--- src/rtl/qpix_ser_pkg.sv ---
// Shared definitions for the serial configuration sequencer: FSM encoding,
// default geometry constants and a small elaboration-time helper.
package qpix_ser_pkg;

    localparam int DEF_WIDTH = 32;
    localparam int DEF_DIV_W = 8;
    localparam int DEF_LEN_W = 16;

    typedef enum logic [2:0] {
        IDLE     = 3'd0,
        LOAD     = 3'd1,
        SHIFT_LO = 3'd2,
        SHIFT_HI = 3'd3,
        GAP      = 3'd4,
        PULSE    = 3'd5,
        DONE     = 3'd6
    } state_t;

    function automatic int max_int(input int a, input int b);
        return (a > b) ? a : b;
    endfunction

endpackage

--- src/rtl/half_period_timer.sv ---
// Loadable down-counter; tc is high while the count sits at zero, so loading
// N-1 on entry to a state keeps that state active for exactly N cycles.
module half_period_timer #(
    parameter int W = 16
) (
    input  logic         clk,
    input  logic         rst,
    input  logic         load,
    input  logic [W-1:0] load_val,
    output logic         tc
);

    logic [W-1:0] count_q, count_d;

    always_comb begin
        // NOTE: default first so every path assigns count_d; no latch is inferred.
        count_d = count_q;
        if (load) begin
            count_d = load_val;
        end else if (count_q != '0) begin
            count_d = count_q - W'(1);
        end
    end

    // NOTE: sequential state uses non-blocking assignments only.
    always_ff @(posedge clk or posedge rst) begin
        if (rst) begin
            count_q <= '0;
        end else begin
            count_q <= count_d;
        end
    end

    assign tc = (count_q == '0);

endmodule

--- src/rtl/serial_cfg_sequencer.sv ---
// Round-robin serialiser for two configuration interfaces: shifts a word out
// MSB first on a divided clock, then issues a loadData pulse and an ack.
module serial_cfg_sequencer
    import qpix_ser_pkg::*;
#(
    parameter int WIDTH = DEF_WIDTH,
    parameter int DIV_W = DEF_DIV_W,
    parameter int LEN_W = DEF_LEN_W
) (
    input  logic             clk,
    input  logic             rst,
    input  logic [1:0]       req,
    input  logic [WIDTH-1:0] data0,
    input  logic [WIDTH-1:0] data1,
    input  logic [DIV_W-1:0] clk_div,
    input  logic [LEN_W-1:0] load_len,
    output logic [1:0]       sclk,
    output logic [1:0]       sdata,
    output logic [1:0]       load_data,
    output logic             busy,
    output logic [1:0]       ack
);

    // GAP needs 2*(D+1)-1 = {D,1}, one bit wider than clk_div.
    localparam int TMR_W  = max_int(LEN_W, DIV_W + 1);
    localparam int BITS_W = $clog2(WIDTH + 1);

    state_t             state_q, state_d;
    logic               grant_q, grant_d;
    logic               last_q, last_d;
    logic [WIDTH-1:0]   shift_q, shift_d;
    logic [BITS_W-1:0]  bits_q, bits_d;
    logic [DIV_W-1:0]   div_q, div_d;
    logic [LEN_W-1:0]   len_q, len_d;
    logic [1:0]         sclk_q, sclk_d;
    logic [1:0]         sdata_q, sdata_d;
    logic [1:0]         load_q, load_d;
    logic [1:0]         ack_q, ack_d;
    logic               busy_q, busy_d;
    logic               tmr_load;
    logic [TMR_W-1:0]   tmr_val;
    logic               tmr_tc;

    half_period_timer #(.W(TMR_W)) u_timer (
        .clk      (clk),
        .rst      (rst),
        .load     (tmr_load),
        .load_val (tmr_val),
        .tc       (tmr_tc)
    );

    always_comb begin
        state_d  = state_q;
        grant_d  = grant_q;
        last_d   = last_q;
        shift_d  = shift_q;
        bits_d   = bits_q;
        div_d    = div_q;
        len_d    = len_q;
        tmr_load = 1'b0;
        tmr_val  = '0;
        case (state_q)
            IDLE: begin
                if (|req) begin
                    state_d = LOAD;
                    grant_d = (&req) ? ~last_q : req[1];
                end
            end
            LOAD: begin
                shift_d  = grant_q ? data1 : data0;
                div_d    = clk_div;
                len_d    = load_len;
                bits_d   = BITS_W'(WIDTH);
                tmr_load = 1'b1;
                tmr_val[DIV_W-1:0] = clk_div;
                state_d  = SHIFT_LO;
            end
            SHIFT_LO: begin
                if (tmr_tc) begin
                    tmr_load = 1'b1;
                    tmr_val[DIV_W-1:0] = div_q;
                    state_d  = SHIFT_HI;
                end
            end
            SHIFT_HI: begin
                if (tmr_tc) begin
                    shift_d  = shift_q << 1;
                    bits_d   = bits_q - BITS_W'(1);
                    tmr_load = 1'b1;
                    if (bits_q == BITS_W'(1)) begin
                        tmr_val[DIV_W:0] = {div_q, 1'b1};
                        state_d = GAP;
                    end else begin
                        tmr_val[DIV_W-1:0] = div_q;
                        state_d = SHIFT_LO;
                    end
                end
            end
            GAP: begin
                if (tmr_tc) begin
                    tmr_load = 1'b1;
                    tmr_val[LEN_W-1:0] = len_q;
                    state_d  = PULSE;
                end
            end
            PULSE: begin
                if (tmr_tc) begin
                    state_d = DONE;
                end
            end
            DONE: begin
                last_d  = grant_q;
                state_d = IDLE;
            end
            default: state_d = IDLE;
        endcase
    end

    // Outputs are decoded from the next state so the registered copies line up
    // with the state register.
    always_comb begin
        sclk_d  = '0;
        sdata_d = '0;
        load_d  = '0;
        ack_d   = '0;
        busy_d  = (state_d != IDLE);
        if (state_d == SHIFT_HI) sclk_d[grant_d] = 1'b1;
        if (state_d == SHIFT_LO || state_d == SHIFT_HI) sdata_d[grant_d] = shift_d[WIDTH-1];
        if (state_d == PULSE) load_d[grant_d] = 1'b1;
        if (state_d == DONE) ack_d[grant_d] = 1'b1;
    end

    always_ff @(posedge clk or posedge rst) begin
        if (rst) begin
            state_q <= IDLE;
            grant_q <= 1'b0;
            last_q  <= 1'b1;
            // NOTE: datapath registers are reset too, so an aborted word never leaks out.
            shift_q <= '0;
            bits_q  <= '0;
            div_q   <= '0;
            len_q   <= '0;
            sclk_q  <= '0;
            sdata_q <= '0;
            load_q  <= '0;
            ack_q   <= '0;
            busy_q  <= 1'b0;
        end else begin
            state_q <= state_d;
            grant_q <= grant_d;
            last_q  <= last_d;
            shift_q <= shift_d;
            bits_q  <= bits_d;
            div_q   <= div_d;
            len_q   <= len_d;
            sclk_q  <= sclk_d;
            sdata_q <= sdata_d;
            load_q  <= load_d;
            ack_q   <= ack_d;
            busy_q  <= busy_d;
        end
    end

    assign sclk      = sclk_q;
    assign sdata     = sdata_q;
    assign load_data = load_q;
    assign ack       = ack_q;
    assign busy      = busy_q;

endmodule

--- config.mk ---
export PLATFORM = sky130hd
export DESIGN_NAME = serial_cfg_sequencer
export DESIGN_NICKNAME = d
export VERILOG_FILES = /design/src/rtl/qpix_ser_pkg.sv /design/src/rtl/half_period_timer.sv /design/src/rtl/serial_cfg_sequencer.sv
export SDC_FILE = /design/constraint.sdc
export NUM_CORES = 1
export LEC_CHECK = 0
export CAP_MARGIN = 20
export CORE_ASPECT_RATIO = 1.2
export CORE_MARGIN = 4
export CORE_UTILIZATION = 46
export DETAILED_ROUTE_END_ITERATION = 8
export PLACE_DENSITY = 0.78
export RECOVER_POWER = 25
export SETUP_SLACK_MARGIN = 0.1
export SLEW_MARGIN = 20
export SYNTH_ARGS = -nofsm -noshare
export SYNTH_HDL_FRONTEND = slang
export SYNTH_SLANG_ARGS = --single-unit
--- constraint.sdc ---
create_clock -name clk -period 3.1 [get_ports clk]
set_clock_uncertainty 0.05 [all_clocks]
set_input_delay 0.62 -clock clk [delete_from_list [all_inputs] [get_ports clk]]
set_output_delay 0.62 -clock clk [all_outputs]
set_load 0.03 [all_outputs]
; Word level (Yosys, flattened, before mapping)
; Cells that the tools add are included.
; W data, S select, Z words.
[totals]
ff_bits = 92
in_bits = 92
elab_cells = 77
[classes]
addsub = 2
order_cmp = 2
eq_ne = 12
muxes = 33
bitwise = 2
n_reduce_logical = 12
[op_table]
columns = op, count
row1 = $mux W32, 2
row2 = $pmux W32 S2, 1
row3 = $mux W16, 3
row4 = $pmux W8 S4, 1
row5 = $mux W3, 6
row6 = $pmux W3 S6, 1
row7 = $logic_not A16 Y1, 1
row8 = $mux W8, 2
row9 = $reduce_bool A16 Y1, 1
row10 = $sub A16 B1 Y16 const B, 1
row11 = $eq A3 B3 Y1 const B, 5
row12 = $eq A3 B2 Y1 const B, 4
row13 = $pmux W6 S2, 1
row14 = $mux W9, 1
row15 = $mux W2, 4
row16 = $mux W7, 1
row17 = $eq A6 B1 Y1 const B, 1
row18 = $mux W1, 6
row19 = $mux W6, 1
row20 = $sub A6 B1 Y6 const B, 1
row21 = $pmux W1 S2, 2
row22 = $reduce_and A2 Y1, 2
row23 = $reduce_bool A2 Y1, 2
row24 = $eq A3 B1 Y1 const B, 1
row25 = 12 further kinds, 12

; Depth between registers and ports, before layout
[depth]
depth_word = 10
mapped_depth = 8
ltp_nobuf = 8

; By module
; A second synthesis with hierarchy kept.
[unflattened]
cells_unflattened = 476
area_unflattened_um2 = 4739.5
[by_module_without_submodules]
columns = module, n_inst, cells_each, area_per_inst_um2
row1 = serial_cfg_sequencer, 1, 374, 3746.1
row2 = half_period_timer, 1, 102, 993.5

; Least setup slack after synthesis
; No wires, ideal clock.
[synth_path]
kind = register -> register
startpoint = register u_timer.count_q[0]
endpoint = register u_timer.count_q[14]
setup_time_ns = 0.069
arrival_time_ns = 1.966
path_slack_ns = 1.014
path_stages_with_launch = 8
n_path_buf = 0
period_less_slack_ns = 2.086
path_cell_list = dfrtp_1 -> inv_1 -> ha_1 -> nor3b_1 -> nand2_1 -> or3_1 -> or4_1 -> nand3_1
[synth_via]
elab_chain_cells = 4
word_cells_on_any_way = 10
[synth_lines]
columns = element, line_no
row1 = from (decl), half_period_timer.sv:13  ; logic [W-1:0] count_q, count_d;
row2 = from (signal assigned), half_period_timer.sv:30  ; count_q <= count_d;
row3 = "parallel branches: the longest is 4 deep, another holds $sub A16 B1 Y16", -
; Parallel ways; which one is timed is not known. The select of a mux whose other input is x is not followed.
; A chain may end at the register's enable or synchronous reset.

; Final worst setup path
[layout_path]
startpoint = register u_timer.count_q[0]
endpoint = register sdata_q[1] (netlist: sdata[1])
[layout_via]
elab_chain_cells = 6
word_cells_on_any_way = 13
[layout_lines]
columns = element, line_no
row1 = $logic_not A16 Y1 *, half_period_timer.sv:34  ; assign tc = (count_q == '0);
row2 = $mux W3 (on tied branches), -
row3 = $pmux W3 S6, serial_cfg_sequencer.sv:62  ; case (state_q)
row4 = $eq A3 B2 Y1, serial_cfg_sequencer.sv:128  ; if (state_d == SHIFT_LO || state_d == SHIFT_HI) sdata_d[grant_d] = shift_d[WIDTH-1];
row5 = $logic_or A1 B1 Y1, serial_cfg_sequencer.sv:128
row6 = $mux W2 *, serial_cfg_sequencer.sv:128
row7 = via sdata_d[1], serial_cfg_sequencer.sv:36  ; logic [1:0] sdata_q, sdata_d;
row8 = to (signal assigned), serial_cfg_sequencer.sv:157  ; sdata_q <= sdata_d;
row9 = to (decl), serial_cfg_sequencer.sv:36
; Mark *: on every way through the listed nets, which the timed path passes. The rest lies on a longest branch. The select of a mux whose other input is x is not followed.

==> run summary <==
The flow ran to the end, and the final reports show no timing, DRC or antenna violations. The number of buffers on the longest clock path is 2. Counting flops and latches in the post-synthesis netlist gives between 90 and 100. In the final design database the tool counted 675 nets. The critical path in this run is classified as flop to flop. The synthesized netlist cell count came out at just under 500. The routed layout has 3946 vias. The total number of placement rows is 40.

The die boundary height came out at ~120 µm. The post-cts hold buffer count came out at 0. The worst-case vdd ir drop is 0.292 mV. The remaining max-slew budget at the tightest pin is 19.6%. The width of the chip came out at 100 µm. In this design, the largest share of critical-path delay is due to simple AND/OR/NAND/NOR gates. The area enclosed by the die boundary came out at 0.0119 mm². The pre-antenna-repair detailed-routing pass consisted of 4 iterations. The share of final-layout standard cells stronger than drive strength 1 is 7.36%.

Of the synthesized area, sequential elements account for 49.1%. The worst hold path begins at len_q[2]. The initial antenna violation count came out at 0.

The number of global-route vias before repair is 3935. The insertion delay to the later sink of the worst-skew pair came out at approximately 0.34 ns. The power per standard cell area is around 560 mW/mm².

For hold timing, the worst endpoint is len_q[2]. 101 I/O pins were placed. The delay of the slowest critical-path stage came out at 0.54 ns. Each instance of the synthesized netlist takes up on average 9.68 µm². The number of enable-type register cells in the synthesized netlist came out at 0.

For the worst flop-to-flop path, the logic depth is 7. The worst hold path stage count came out at 2. The final number of hold-violating endpoints was 0. The total area inside the core boundary comes to around 0.010 mm². In this run the critical register-to-register path is captured at sdata[1]. The data arrival time of the critical path came out at approximately 2.7 ns.

The number of nets in the synthesized netlist is roughly 580. The finished layout cell area is 0.00613 mm². The startpoint identified for the worst register-to-register timing path is u_timer.count_q[0]. STA classifies the critical path startpoint as a flop. Summed over all cells, the static leakage comes to 2.58 nW. The register area came out at approximately 0.0023 mm². Of all flip-flops after synthesis, the portion carrying an async set or reset was 100%. The largest fanout of any net on the critical path came out at 8. The number of nets still failing antenna checks after routing is 0. The count of H-tree levels built during CTS came out at 3. Detailed placement ended at an HPWL of 8660 µm. The accumulated negative setup slack came out at 0 ns. Max-cap violations in this run came to 0. The remaining design rule violation count is 0. The clock buffer count from CTS came out at 9. Once the floorplan was initialized, standard cells occupied 46.9% of the core. The overall overflow remaining after global route is 0. The first global-routing pass estimated 19100 µm of wire. The min-delay analysis places its worst path in the category flop to flop. Data on the critical path is required at its endpoint by 3.24 ns. TritonCTS built the clock tree. Setup repair after global routing left no endpoint under its margin. The pin count of the biggest net entering global routing is 93. The signal on the critical path passes through inv_1 > ha_1 > nor4b_4 > and4_1 > nand2_1 > a221oi_2 > nor4_1. The number of DRC markers in iteration 0 is 191. The total of fill cells in the finished design is 852. The post-CTS setup-driven buffer insertion count came out at 0. Across all register-to-register paths, the minimum setup slack is approximately 0.57 ns. The number of distinct standard cells referenced by the synthesized netlist is 48. Summing every instance area after synthesis gives 0.00470 mm². The total of buffers placed on input and output ports came out at 100.

STA classifies the critical path endpoint as a flop. Summing all multi-input logic gate instances after layout gives around 0.0022 mm². The most used flip-flop cell after synthesis is sky130_fd_sc_hd__dfrtp_1.

In the global route stage, overall resource usage came out at just over 20%. 0 antenna diodes ended up in the layout. The final worst-path cycle share is 81.7%.

Dividing the detail-routed via count by the number of cells gives 5.56. The tree is rooted in a sky130_fd_sc_hd__clkbuf_16. The measured slew at the worst slew-check pin is roughly 1.2 ns.

Setup violations remaining at the end of the flow were counted as 0. The post-cts repair resize count is 0. The number of sinks handled by clock tree synthesis came out at 92.

The time the final worst path needs with I/O delays and setup came out at around 2.5 ns. Clock-pin slew was measured on the worst setup and hold paths at 0.06 ns. The slowest stage of the critical path is the sky130_fd_sc_hd__a221oi_2 cell. The number of synthesis warnings is 0. The area added between synthesis and finish came out at 30.6%.

At the end of routability-driven placement, the weighted congestion stood at slightly above 0.9. The number of slew-limit violations in the final report came to 0. The wire length reported by the detailed router came out at between 10000 and 15000 µm. Static timing analysis puts the maximum clock frequency at 395 MHz. After detailed placement, the total cell area comes to 0.00584 mm². Dividing the detail-routed wire length by the instance count gives 16.7 µm. The count of buffer and inverter cells on the critical path came out at 1.
-- through the flow --
step	worst slack, ns	total power, mW	hold WS [ns]	instances	util [%]
2_1_floorplan	1.01	2.03	0.388	485	-
3_3_place_gp	0.649	2.32	0.409	694	58.4
3_5_place_dp	0.527	2.34	0.415	694	58.4
4_1_cts	0.511	3.44	0.430	710	61.4
5_1_grt	0.343	3.60	0.455	710	61.3
6_report	0.568	3.42	0.430	710	61.3
-- Yosys cell counts (all sizes together) (3+ instances only) --
cell    number  share of area [%]
o21ai       11                1.2
dfrtp       91                 48
a32oi        3               0.56
nand2b       3               0.40
a221o       30                6.4
mux2i       37                7.9
clkbuf      18                1.4
nor4        10                1.3
xnor2        9                1.7
or3          7               0.93
and3         4               0.53
buf         10                1.1
nand2       99                7.9
o211ai       9                1.4
and2         4               0.53
nand3       13                1.4
xor2         6                1.1
nor2b        5               0.67
a21oi        6               0.64
a221oi       5                1.1
nand4        4               0.53
inv         13                1.0
mux2         5                1.2
ha           4                1.1
nor3         9                1.2
nor2        48                3.8
-- cell type report --
type,count,share of cell area [%]
clock inverter,5,0.979
timing repair buffer,111,17.7
inverter,13,0.857
clock buffer,11,3.96
tap,126,2.57
multi-input combinational,352,36.4
sequential,92,37.6
-- cell families (layout without fill, tap and decap cells) --
family / count (synthesis) / count (layout) / synth area share, %
XOR/XNOR: 15 / 15 / 2.80
flip-flops: 92 / 92 / 49.1
buffers and inverters: 41 / 140 / 3.62
AND/OR/NAND/NOR: 216 / 216 / 21.3
adder cells (fa/ha/maj): 4 / 4 / 1.07
multiplexers: 42 / 42 / 9.09
AO/OA/AOI/OAI: 75 / 75 / 13.1
-- registers in the layout, indices dropped and copies added, names as in the netlist, 2 cells and up --
name             count
sdata                2
u_timer.count_q     16
div_q                8
load_data            2
len_q               16
ack                  2
sclk                 2
shift_q             32
state_q              3
bits_q               6
-- tightest hold or removal path: stages (launching register included) --
cell                      delay [ns]
sky130_fd_sc_hd__dfrtp_1        0.34
sky130_fd_sc_hd__nand2_1        0.05
sky130_fd_sc_hd__nand2_1        0.06
-- report_power, final --
part           total [mW]  leakage [nW]  switching (mW)  internal (mW)
clock                1.10         0.146           0.453          0.650
combinational       0.747          1.32           0.346          0.402
sequential           1.57          1.11           0.201           1.37
total                3.42          2.58           0.999           2.42
-- worst max-delay path by stage --
stage | from | depth (start not counted) | end
floorplan | u_timer.count_q[0] | 7 | u_timer.count_q[14]
global placement | u_timer.count_q[0] | 6 | shift_q[6]
detailed placement | u_timer.count_q[0] | 6 | shift_q[25]
CTS | u_timer.count_q[0] | 6 | shift_q[2]
global route | u_timer.count_q[0] | 7 | sdata[1]
finish | u_timer.count_q[0] | 7 | sdata[1]
-- per-layer routing --
metal	vias to the layer above	wire [µm]	track usage [%]	part of all wire [%]
met3	16	659	4.19	5.6
met2	127	6010	34.6	51
met1	1896	4980	25.5	42
li1	1907	-	-	-
met5	-	0	0	0
met4	0	184	6.74	1.6
-- cell usage in the layout (no fill, tap or decap), types with 3 or more instances in the layout --
| cell type | netlist | final |
|---|---|---|
| sky130_fd_sc_hd__and3_1 | 4 | 4 |
| sky130_fd_sc_hd__or3_1 | 7 | 7 |
| sky130_fd_sc_hd__clkdlybuf4s50_1 | 0 | 99 |
| sky130_fd_sc_hd__inv_1 | 13 | 12 |
| sky130_fd_sc_hd__nor2b_1 | 5 | 4 |
| sky130_fd_sc_hd__dfrtp_1 | 91 | 90 |
| sky130_fd_sc_hd__a21oi_1 | 6 | 5 |
| sky130_fd_sc_hd__nand4_1 | 4 | 4 |
| sky130_fd_sc_hd__mux2_2 | 5 | 5 |
| sky130_fd_sc_hd__o211ai_1 | 9 | 9 |
| sky130_fd_sc_hd__nor2_1 | 48 | 48 |
| sky130_fd_sc_hd__nand2_1 | 99 | 99 |
| sky130_fd_sc_hd__clkbuf_16 | 0 | 9 |
| sky130_fd_sc_hd__mux2i_1 | 37 | 37 |
| sky130_fd_sc_hd__nor3_1 | 7 | 7 |
| sky130_fd_sc_hd__nand3_1 | 13 | 13 |
| sky130_fd_sc_hd__buf_4 | 3 | 10 |
| sky130_fd_sc_hd__xor2_1 | 6 | 6 |
| sky130_fd_sc_hd__o21ai_0 | 10 | 10 |
| sky130_fd_sc_hd__and2_1 | 4 | 3 |
| sky130_fd_sc_hd__a32oi_1 | 3 | 3 |
| sky130_fd_sc_hd__xnor2_1 | 9 | 9 |
| sky130_fd_sc_hd__a221oi_1 | 4 | 4 |
| sky130_fd_sc_hd__nor4_1 | 10 | 10 |
| sky130_fd_sc_hd__ha_1 | 4 | 4 |
| sky130_fd_sc_hd__a221o_1 | 30 | 30 |
Note: power is estimated with default switching activity, not from simulation.
